[src/rtl/decode_stage.sv]
// Registered instruction-decode stage: decodes one instruction per accept,
// holds it behind a valid/ready handshake and stalls on load-use hazards.
module decode_stage #(
    parameter int DATA_W     = 32,
    parameter int EXT_ISA    = 1,
    parameter int ZEXT_LOGIC = 1
) (
    input  logic              clk,
    input  logic              rst,
    input  logic              flush,
    input  logic              inValid,
    output logic              inReady,
    input  logic [31:0]       instr,
    input  logic [DATA_W-1:0] pcIn,
    output logic              outValid,
    input  logic              outReady,
    output logic [DATA_W-1:0] pcOut,
    output logic [25:0]       jAddr,
    output logic [4:0]        rs,
    output logic [4:0]        rt,
    output logic [4:0]        rd,
    output logic [4:0]        regWAddr,
    output logic [2:0]        op,
    output logic [2:0]        pcSrcCtrl,
    output logic [1:0]        regDInCtrl,
    output logic              regWe,
    output logic              dmWe,
    output logic              aluBSrcCtrl,
    output logic              illegal,
    output logic [DATA_W-1:0] imm
);

    localparam logic [2:0] OP_ADD = 3'd0;
    localparam logic [2:0] OP_SUB = 3'd1;
    localparam logic [2:0] OP_XOR = 3'd2;
    localparam logic [2:0] OP_SLT = 3'd3;
    localparam logic [2:0] OP_AND = 3'd4;
    localparam logic [2:0] OP_NOR = 3'd6;
    localparam logic [2:0] OP_OR  = 3'd7;

    localparam logic [2:0] PC_INC4 = 3'd0;
    localparam logic [2:0] PC_J    = 3'd1;
    localparam logic [2:0] PC_JR   = 3'd2;
    localparam logic [2:0] PC_BNE  = 3'd3;
    localparam logic [2:0] PC_BEQ  = 3'd4;

    localparam logic [1:0] RD_ALU = 2'd0;
    localparam logic [1:0] RD_DM  = 2'd1;
    localparam logic [1:0] RD_JAL = 2'd2;

    logic        ext;
    logic [5:0]  opc;
    logic [5:0]  fn;
    logic        d_we;
    logic        d_dm;
    logic [2:0]  d_op;
    logic [2:0]  d_pc;
    logic [1:0]  d_rdin;
    logic        d_alub;
    logic [4:0]  d_wr;
    logic        d_ill;
    logic        d_zext;
    logic        d_lw;
    logic        d_ialu;
    logic [DATA_W-1:0] d_imm;
    logic        uses_rt;
    logic        hazard;
    logic        accept;
    logic        held_lw;

    assign ext = (EXT_ISA != 0);
    assign opc = instr[31:26];
    assign fn  = instr[5:0];

    always_comb begin
        d_we   = 1'b0;
        d_dm   = 1'b0;
        d_op   = OP_ADD;
        d_pc   = PC_INC4;
        d_rdin = RD_ALU;
        d_alub = 1'b0;
        d_wr   = 5'd0;
        d_ill  = 1'b0;
        d_zext = 1'b0;
        d_lw   = 1'b0;
        d_ialu = 1'b0;
        unique case (opc)
            6'h23: begin
                d_we   = 1'b1;
                d_rdin = RD_DM;
                d_alub = 1'b1;
                d_wr   = instr[20:16];
                d_lw   = 1'b1;
            end
            6'h2b: begin
                d_dm   = 1'b1;
                d_alub = 1'b1;
            end
            6'h02: d_pc = PC_J;
            6'h03: begin
                d_we   = 1'b1;
                d_pc   = PC_J;
                d_rdin = RD_JAL;
                d_wr   = 5'd31;
            end
            6'h05: begin
                d_op = OP_SUB;
                d_pc = PC_BNE;
            end
            6'h04: begin
                d_op  = OP_SUB;
                d_pc  = PC_BEQ;
                d_ill = !ext;
            end
            6'h08: d_ialu = 1'b1;
            6'h0e: begin
                d_ialu = 1'b1;
                d_op   = OP_XOR;
                d_zext = 1'b1;
            end
            6'h0a: begin
                d_ialu = 1'b1;
                d_op   = OP_SLT;
                d_ill  = !ext;
            end
            6'h0c: begin
                d_ialu = 1'b1;
                d_op   = OP_AND;
                d_zext = 1'b1;
                d_ill  = !ext;
            end
            6'h0d: begin
                d_ialu = 1'b1;
                d_op   = OP_OR;
                d_zext = 1'b1;
                d_ill  = !ext;
            end
            6'h00: begin
                d_wr = instr[15:11];
                unique case (fn)
                    6'h00, 6'h20: d_we = 1'b1;
                    6'h22: begin
                        d_we = 1'b1;
                        d_op = OP_SUB;
                    end
                    6'h2a: begin
                        d_we = 1'b1;
                        d_op = OP_SLT;
                    end
                    6'h24: begin
                        d_we  = 1'b1;
                        d_op  = OP_AND;
                        d_ill = !ext;
                    end
                    6'h25: begin
                        d_we  = 1'b1;
                        d_op  = OP_OR;
                        d_ill = !ext;
                    end
                    6'h26: begin
                        d_we  = 1'b1;
                        d_op  = OP_XOR;
                        d_ill = !ext;
                    end
                    6'h27: begin
                        d_we  = 1'b1;
                        d_op  = OP_NOR;
                        d_ill = !ext;
                    end
                    6'h08: d_pc = PC_JR;
                    default: d_ill = 1'b1;
                endcase
            end
            default: d_ill = 1'b1;
        endcase
        if (d_ialu) begin
            d_we   = 1'b1;
            d_alub = 1'b1;
            d_wr   = instr[20:16];
        end
        if (d_ill) begin
            d_we = 1'b0;
            d_dm = 1'b0;
            d_pc = PC_INC4;
        end
        if (d_wr == 5'd0) d_we = 1'b0;
    end

    always_comb begin
        if (d_zext && (ZEXT_LOGIC != 0))
            d_imm = {{(DATA_W-16){1'b0}}, instr[15:0]};
        else
            d_imm = {{(DATA_W-16){instr[15]}}, instr[15:0]};
    end

    // Only R-type, stores and compare-branches read rt as an operand.
    assign uses_rt = (opc == 6'h00) || (opc == 6'h2b) || (opc == 6'h05)
                   || ((opc == 6'h04) && ext);

    assign hazard = inValid && outValid && held_lw && (regWAddr != 5'd0)
                  && ((regWAddr == instr[25:21])
                      || ((regWAddr == instr[20:16]) && uses_rt));

    assign inReady = !flush && !hazard && (!outValid || outReady);
    assign accept  = inValid && inReady;

    always_ff @(posedge clk) begin
        if (rst) begin
            outValid    <= 1'b0;
            held_lw     <= 1'b0;
            pcOut       <= '0;
            jAddr       <= '0;
            rs          <= '0;
            rt          <= '0;
            rd          <= '0;
            regWAddr    <= '0;
            op          <= '0;
            pcSrcCtrl   <= '0;
            regDInCtrl  <= '0;
            regWe       <= 1'b0;
            dmWe        <= 1'b0;
            aluBSrcCtrl <= 1'b0;
            illegal     <= 1'b0;
            imm         <= '0;
        end else if (flush) begin
            outValid <= 1'b0;
        end else if (accept) begin
            outValid    <= 1'b1;
            held_lw     <= d_lw;
            pcOut       <= pcIn;
            jAddr       <= instr[25:0];
            rs          <= instr[25:21];
            rt          <= instr[20:16];
            rd          <= instr[15:11];
            regWAddr    <= d_wr;
            op          <= d_op;
            pcSrcCtrl   <= d_pc;
            regDInCtrl  <= d_rdin;
            regWe       <= d_we;
            dmWe        <= d_dm;
            aluBSrcCtrl <= d_alub;
            illegal     <= d_ill;
            imm         <= d_imm;
        end else if (outValid && outReady) begin
            outValid <= 1'b0;
        end
    end

endmodule

[config.mk]
export PLATFORM = sky130hd
export DESIGN_NAME = decode_stage
export DESIGN_NICKNAME = d
export VERILOG_FILES = /design/src/rtl/decode_stage.sv
export SDC_FILE = /design/constraint.sdc
export NUM_CORES = 1
export LEC_CHECK = 0
export ABC_AREA = 1
export BUFFER_PORTS_ARGS = -buffer_cell sky130_fd_sc_hd__clkbuf_2
export CAP_MARGIN = 15
export CORE_ASPECT_RATIO = 1.2
export CORE_MARGIN = 4
export CORE_UTILIZATION = 39
export CTS_CLUSTER_DIAMETER = 200
export CTS_CLUSTER_SIZE = 10
export DETAILED_ROUTE_END_ITERATION = 16
export HOLD_SLACK_MARGIN = 0.12
export PLACE_DENSITY = 0.73
export REMOVE_ABC_BUFFERS = 1
export SYNTH_ARGS = -nofsm -noshare
export SYNTH_HDL_FRONTEND = slang
export SYNTH_SLANG_ARGS = --single-unit
[constraint.sdc]
create_clock -name clk -period 1.7 [get_ports clk]
set_clock_uncertainty 0.15 [all_clocks]
set_input_delay 0.085 -clock clk [delete_from_list [all_inputs] [get_ports clk]]
set_output_delay 0.085 -clock clk [all_outputs]
set_load 0.02 [all_outputs]
==> impl_metrics.env <==
export IMPL_io_pins=193
export IMPL_clockBufferDepth=2
export IMPL_synth_edff_count=0
export IMPL_dr_pass1_iters=7
export IMPL_n_fill_cell=761
export IMPL_ys_types=27
export IMPL_dp_cells=833
export IMPL_routed_wl_microns=14300
export IMPL_synth_xor_xnor_area_share_pct=0.922
export IMPL_ys_ff_latch=78
export IMPL_synthSimpleGateAreaFrac_pct=29.1
export IMPL_cts_tree="yes"
export IMPL_insertion_delay_ps=340
export IMPL_grt_use_total_pct=22.2
export IMPL_nets=871
export IMPL_overflow=0
export IMPL_synth_compound_area_share_pct=12.6
export IMPL_die_w_microns=98.1
export IMPL_grt_max_degree=41
export IMPL_end_kind="flop"
export IMPL_start_kind="flop"
export IMPL_multi_input_area_sq_um=1920
export IMPL_drc=0
export IMPL_status="complete, but fails checks"
export IMPL_cp_arrival_ps=1990
export IMPL_final_layout_size_suffix_gt1_share_pct=44.2
export IMPL_die_h_microns=116
export IMPL_cts_clk_slew_worst_paths_ps=60
export IMPL_crit_slowest_cell="dfxtp_4"
export IMPL_synthMuxAreaShare_pct=0
export IMPL_vdd_drop_max_v=0.000545
export IMPL_p_total_w=0.00510
export IMPL_cap_violations=0
export IMPL_drt_vias_per_instance=4.96
export IMPL_final_area_sq_um=6430
export IMPL_vias=4618
export IMPL_grt_pass1_vias=4311
export IMPL_placed_area_sq_um=4780
export IMPL_crit_top_cell="nand2_1"
export IMPL_synth_cells=552
export IMPL_worstSetupPathType="flop to flop"
export IMPL_syn_avg_cell_area_sq_um=6.89
export IMPL_rows=39
export IMPL_hold_viol=0
export IMPL_final_max_slew_viol_count=0
export IMPL_max_freq_mhz=523
export IMPL_port_buffers=192
export IMPL_required_ps=1780
export IMPL_die_area_sq_um=11400
export IMPL_dominantRegCellSynth="dfxtp_1"
export IMPL_postRouteAntennaNets=0
export IMPL_powerDensity_nw_per_um2=794
export IMPL_cellLeakagePower_nw=3.08
export IMPL_cpPeakStageDelay_ps=380
export IMPL_cts_root_buf="clkbuf_16"
export IMPL_period_needed_ps=1910
export IMPL_area_sequential_sq_um=1580
export IMPL_clock_sinks=78
export IMPL_crit_chain="inv_2 > nand2_1 > nand2_1 > nand3_2 > nor2_2 > nand2_1 > nand2_2 > nand2_2 > nand3_4 > buf_6 > buf_16 > buf_4 > o21ai_2 > a21oi_2"
export IMPL_place_gp_congestion=0.864
export IMPL_start_util_pct=39.9
export IMPL_slew_headroom_pct=65.6
export IMPL_cpLargestDelayFamily="simple AND/OR/NAND/NOR gates"
export IMPL_core_sq_um=9520
export IMPL_cp_max_fo=6
export IMPL_h_tree_depth=3
export IMPL_fin_setup_tns_ps=-11880
export IMPL_rsz0062_at_grt="yes"
export IMPL_synth_fa_ha_area_share_pct=0
export IMPL_synthArstFlopShare_pct=0
export IMPL_final_cells=931
export IMPL_synth_top_family_by_area="simple AND/OR/NAND/NOR gates"
export IMPL_cts_buffers=9
export IMPL_hp_class="primary input to flop"
export IMPL_yosysSeqAreaShare_pct=41.1
export IMPL_violations="setup timing"
export IMPL_areaGrowthSynthToFinish_pct=69.1
export IMPL_tightest_slew_ps=516
export IMPL_crit_buf_inv=4
export IMPL_wl_per_cell_microns=15.4
export IMPL_yosys_warnings=0
export IMPL_synthesis_area_sq_um=3800
export IMPL_setup_violations=79
export IMPL_fin_crit_sh_pct=113
export IMPL_grt_pass1_wl_microns=20400
export IMPL_layout_setup_ws_ps=-213
export IMPL_place_detailed_hpwl_microns=8580
export IMPL_antenna_found_initial=0
export IMPL_drtIter0Drc=234
final timing paths:
path / end / slack (ps) / cells past startpoint / start
setup / recovery: regWAddr[0] / -210 / 14 / regWAddr[3]
hold reg to reg: pcOut[3] / 310 / 2 / pcOut[3]
hold / removal: regWAddr[0] / 130 / 5 / instr[16]
setup reg to reg: regWAddr[0] / -210 / 14 / regWAddr[3]
placed cells by master (no fill, tap or decap), types with 2 or more instances in the layout:
master / instances
buf_6: 8
o21ai_0: 5
nor3_1: 3
nand2_2: 33
buf_4: 28
xnor2_1: 2
a21oi_1: 44
clkbuf_2: 191
nor2_1: 34
nor2_2: 3
inv_1: 29
buf_12: 9
buf_16: 7
nand4_1: 7
a21oi_2: 34
clkbuf_16: 12
inv_6: 2
nand2_1: 164
o21ai_2: 6
dfxtp_1: 73
nand2_4: 4
dlygate4sd3_1: 63
dfxtp_4: 3
nand3_1: 17
or2_1: 3
dfxtp_2: 2
clkinvlp_4: 2
sequential cells by signal, summed over array words and instances (netlist names):
| signal | cells |
|---|---|
| outValid | 1 |
| pcOut | 32 |
| dmWe | 1 |
| pcSrcCtrl | 3 |
| imm | 1 |
| aluBSrcCtrl | 1 |
| illegal | 1 |
| regDInCtrl | 2 |
| regWe | 1 |
| regWAddr | 5 |
| jAddr | 26 |
| held_lw | 1 |
| op | 3 |
cell type report:
| class | count | share of cell area, % |
|---|---|---|
| Clock inverter | 7 | 1.23 |
| Tap cell | 123 | 2.39 |
| Inverter | 32 | 2.10 |
| Antenna cell | 1 | 0.0389 |
| Sequential cell | 78 | 24.5 |
| Clock buffer | 9 | 3.50 |
| Timing Repair Buffer | 309 | 36.3 |
| Multi-Input combinational cell | 372 | 29.9 |
cells by family after synthesis:
group / count (synthesis)
and+or+nand+nor: 274
buffers and inverters: 102
xor gates and xnor gates: 4
DFF: 78
AOI/OAI and AO/OA: 94
synthesized netlist by cell type, types with 2 or more instances:
master	count	share of area, %
nand2_1	201	20
a21oi_1	78	10
dfxtp_1	78	41
buf_4	46	9.1
nor2_1	35	3.5
inv_1	31	3.1
nand3_1	18	2.4
o21ai_0	11	1.4
buf_2	9	1.2
clkbuf_1	8	0.79
buf_6	7	2.1
nand4_1	7	1.2
nor3_1	4	0.53
or2_1	3	0.49
xnor2_1	3	0.69
nor2_2	2	0.33
stage by stage:
stage	utilization [%]	setup slack, ps	hold slack, ps
after detailed placement	50.3	-181	173
after global placement	50.3	-78.7	167
final	67.5	-213	133
after floorplan	-	-1620	4.07
after global routing	67.5	-332	177
after CTS	64.4	-139	121
metal layers:
layer  up-vias  global-route usage [%]  wire length [microns]
met4         0                    11.2                    577
met2       196                    42.0                   7680
li1       2218                       -                      -
met1      2153                    23.9                   5150
met3        51                    3.58                    890
met5         -                       0                      0
repair_timing:
action                     4_1_cts  5_1_grt
setup endpoints to repair       79       79
cloned                           7        3
resized for setup               67       62
hold endpoints to repair        74        0
hold buffers                    63        0
setup buffers                    5        3
pin swaps                       15        6
worst register-to-register path: stages, from the launching register on:
cell and delay (ps):
dfxtp_4 380, inv_2 50, nand2_1 60, nand2_1 80, nand3_2 100, nor2_2 40, nand2_1 70, nand2_2 60
nand2_2 80, nand3_4 90, buf_6 150, buf_16 140, buf_4 130, o21ai_2 170, a21oi_2 40
report_power, final:
part / internal, W / switching, W / total, W
clock network: 0.00116 / 0.000836 / 0.00199
logic: 0.000520 / 0.000615 / 0.00113
registers: 0.00191 / 0.0000695 / 0.00198
total: 0.00358 / 0.00152 / 0.00510
Note: power is estimated with default switching activity, not from simulation.
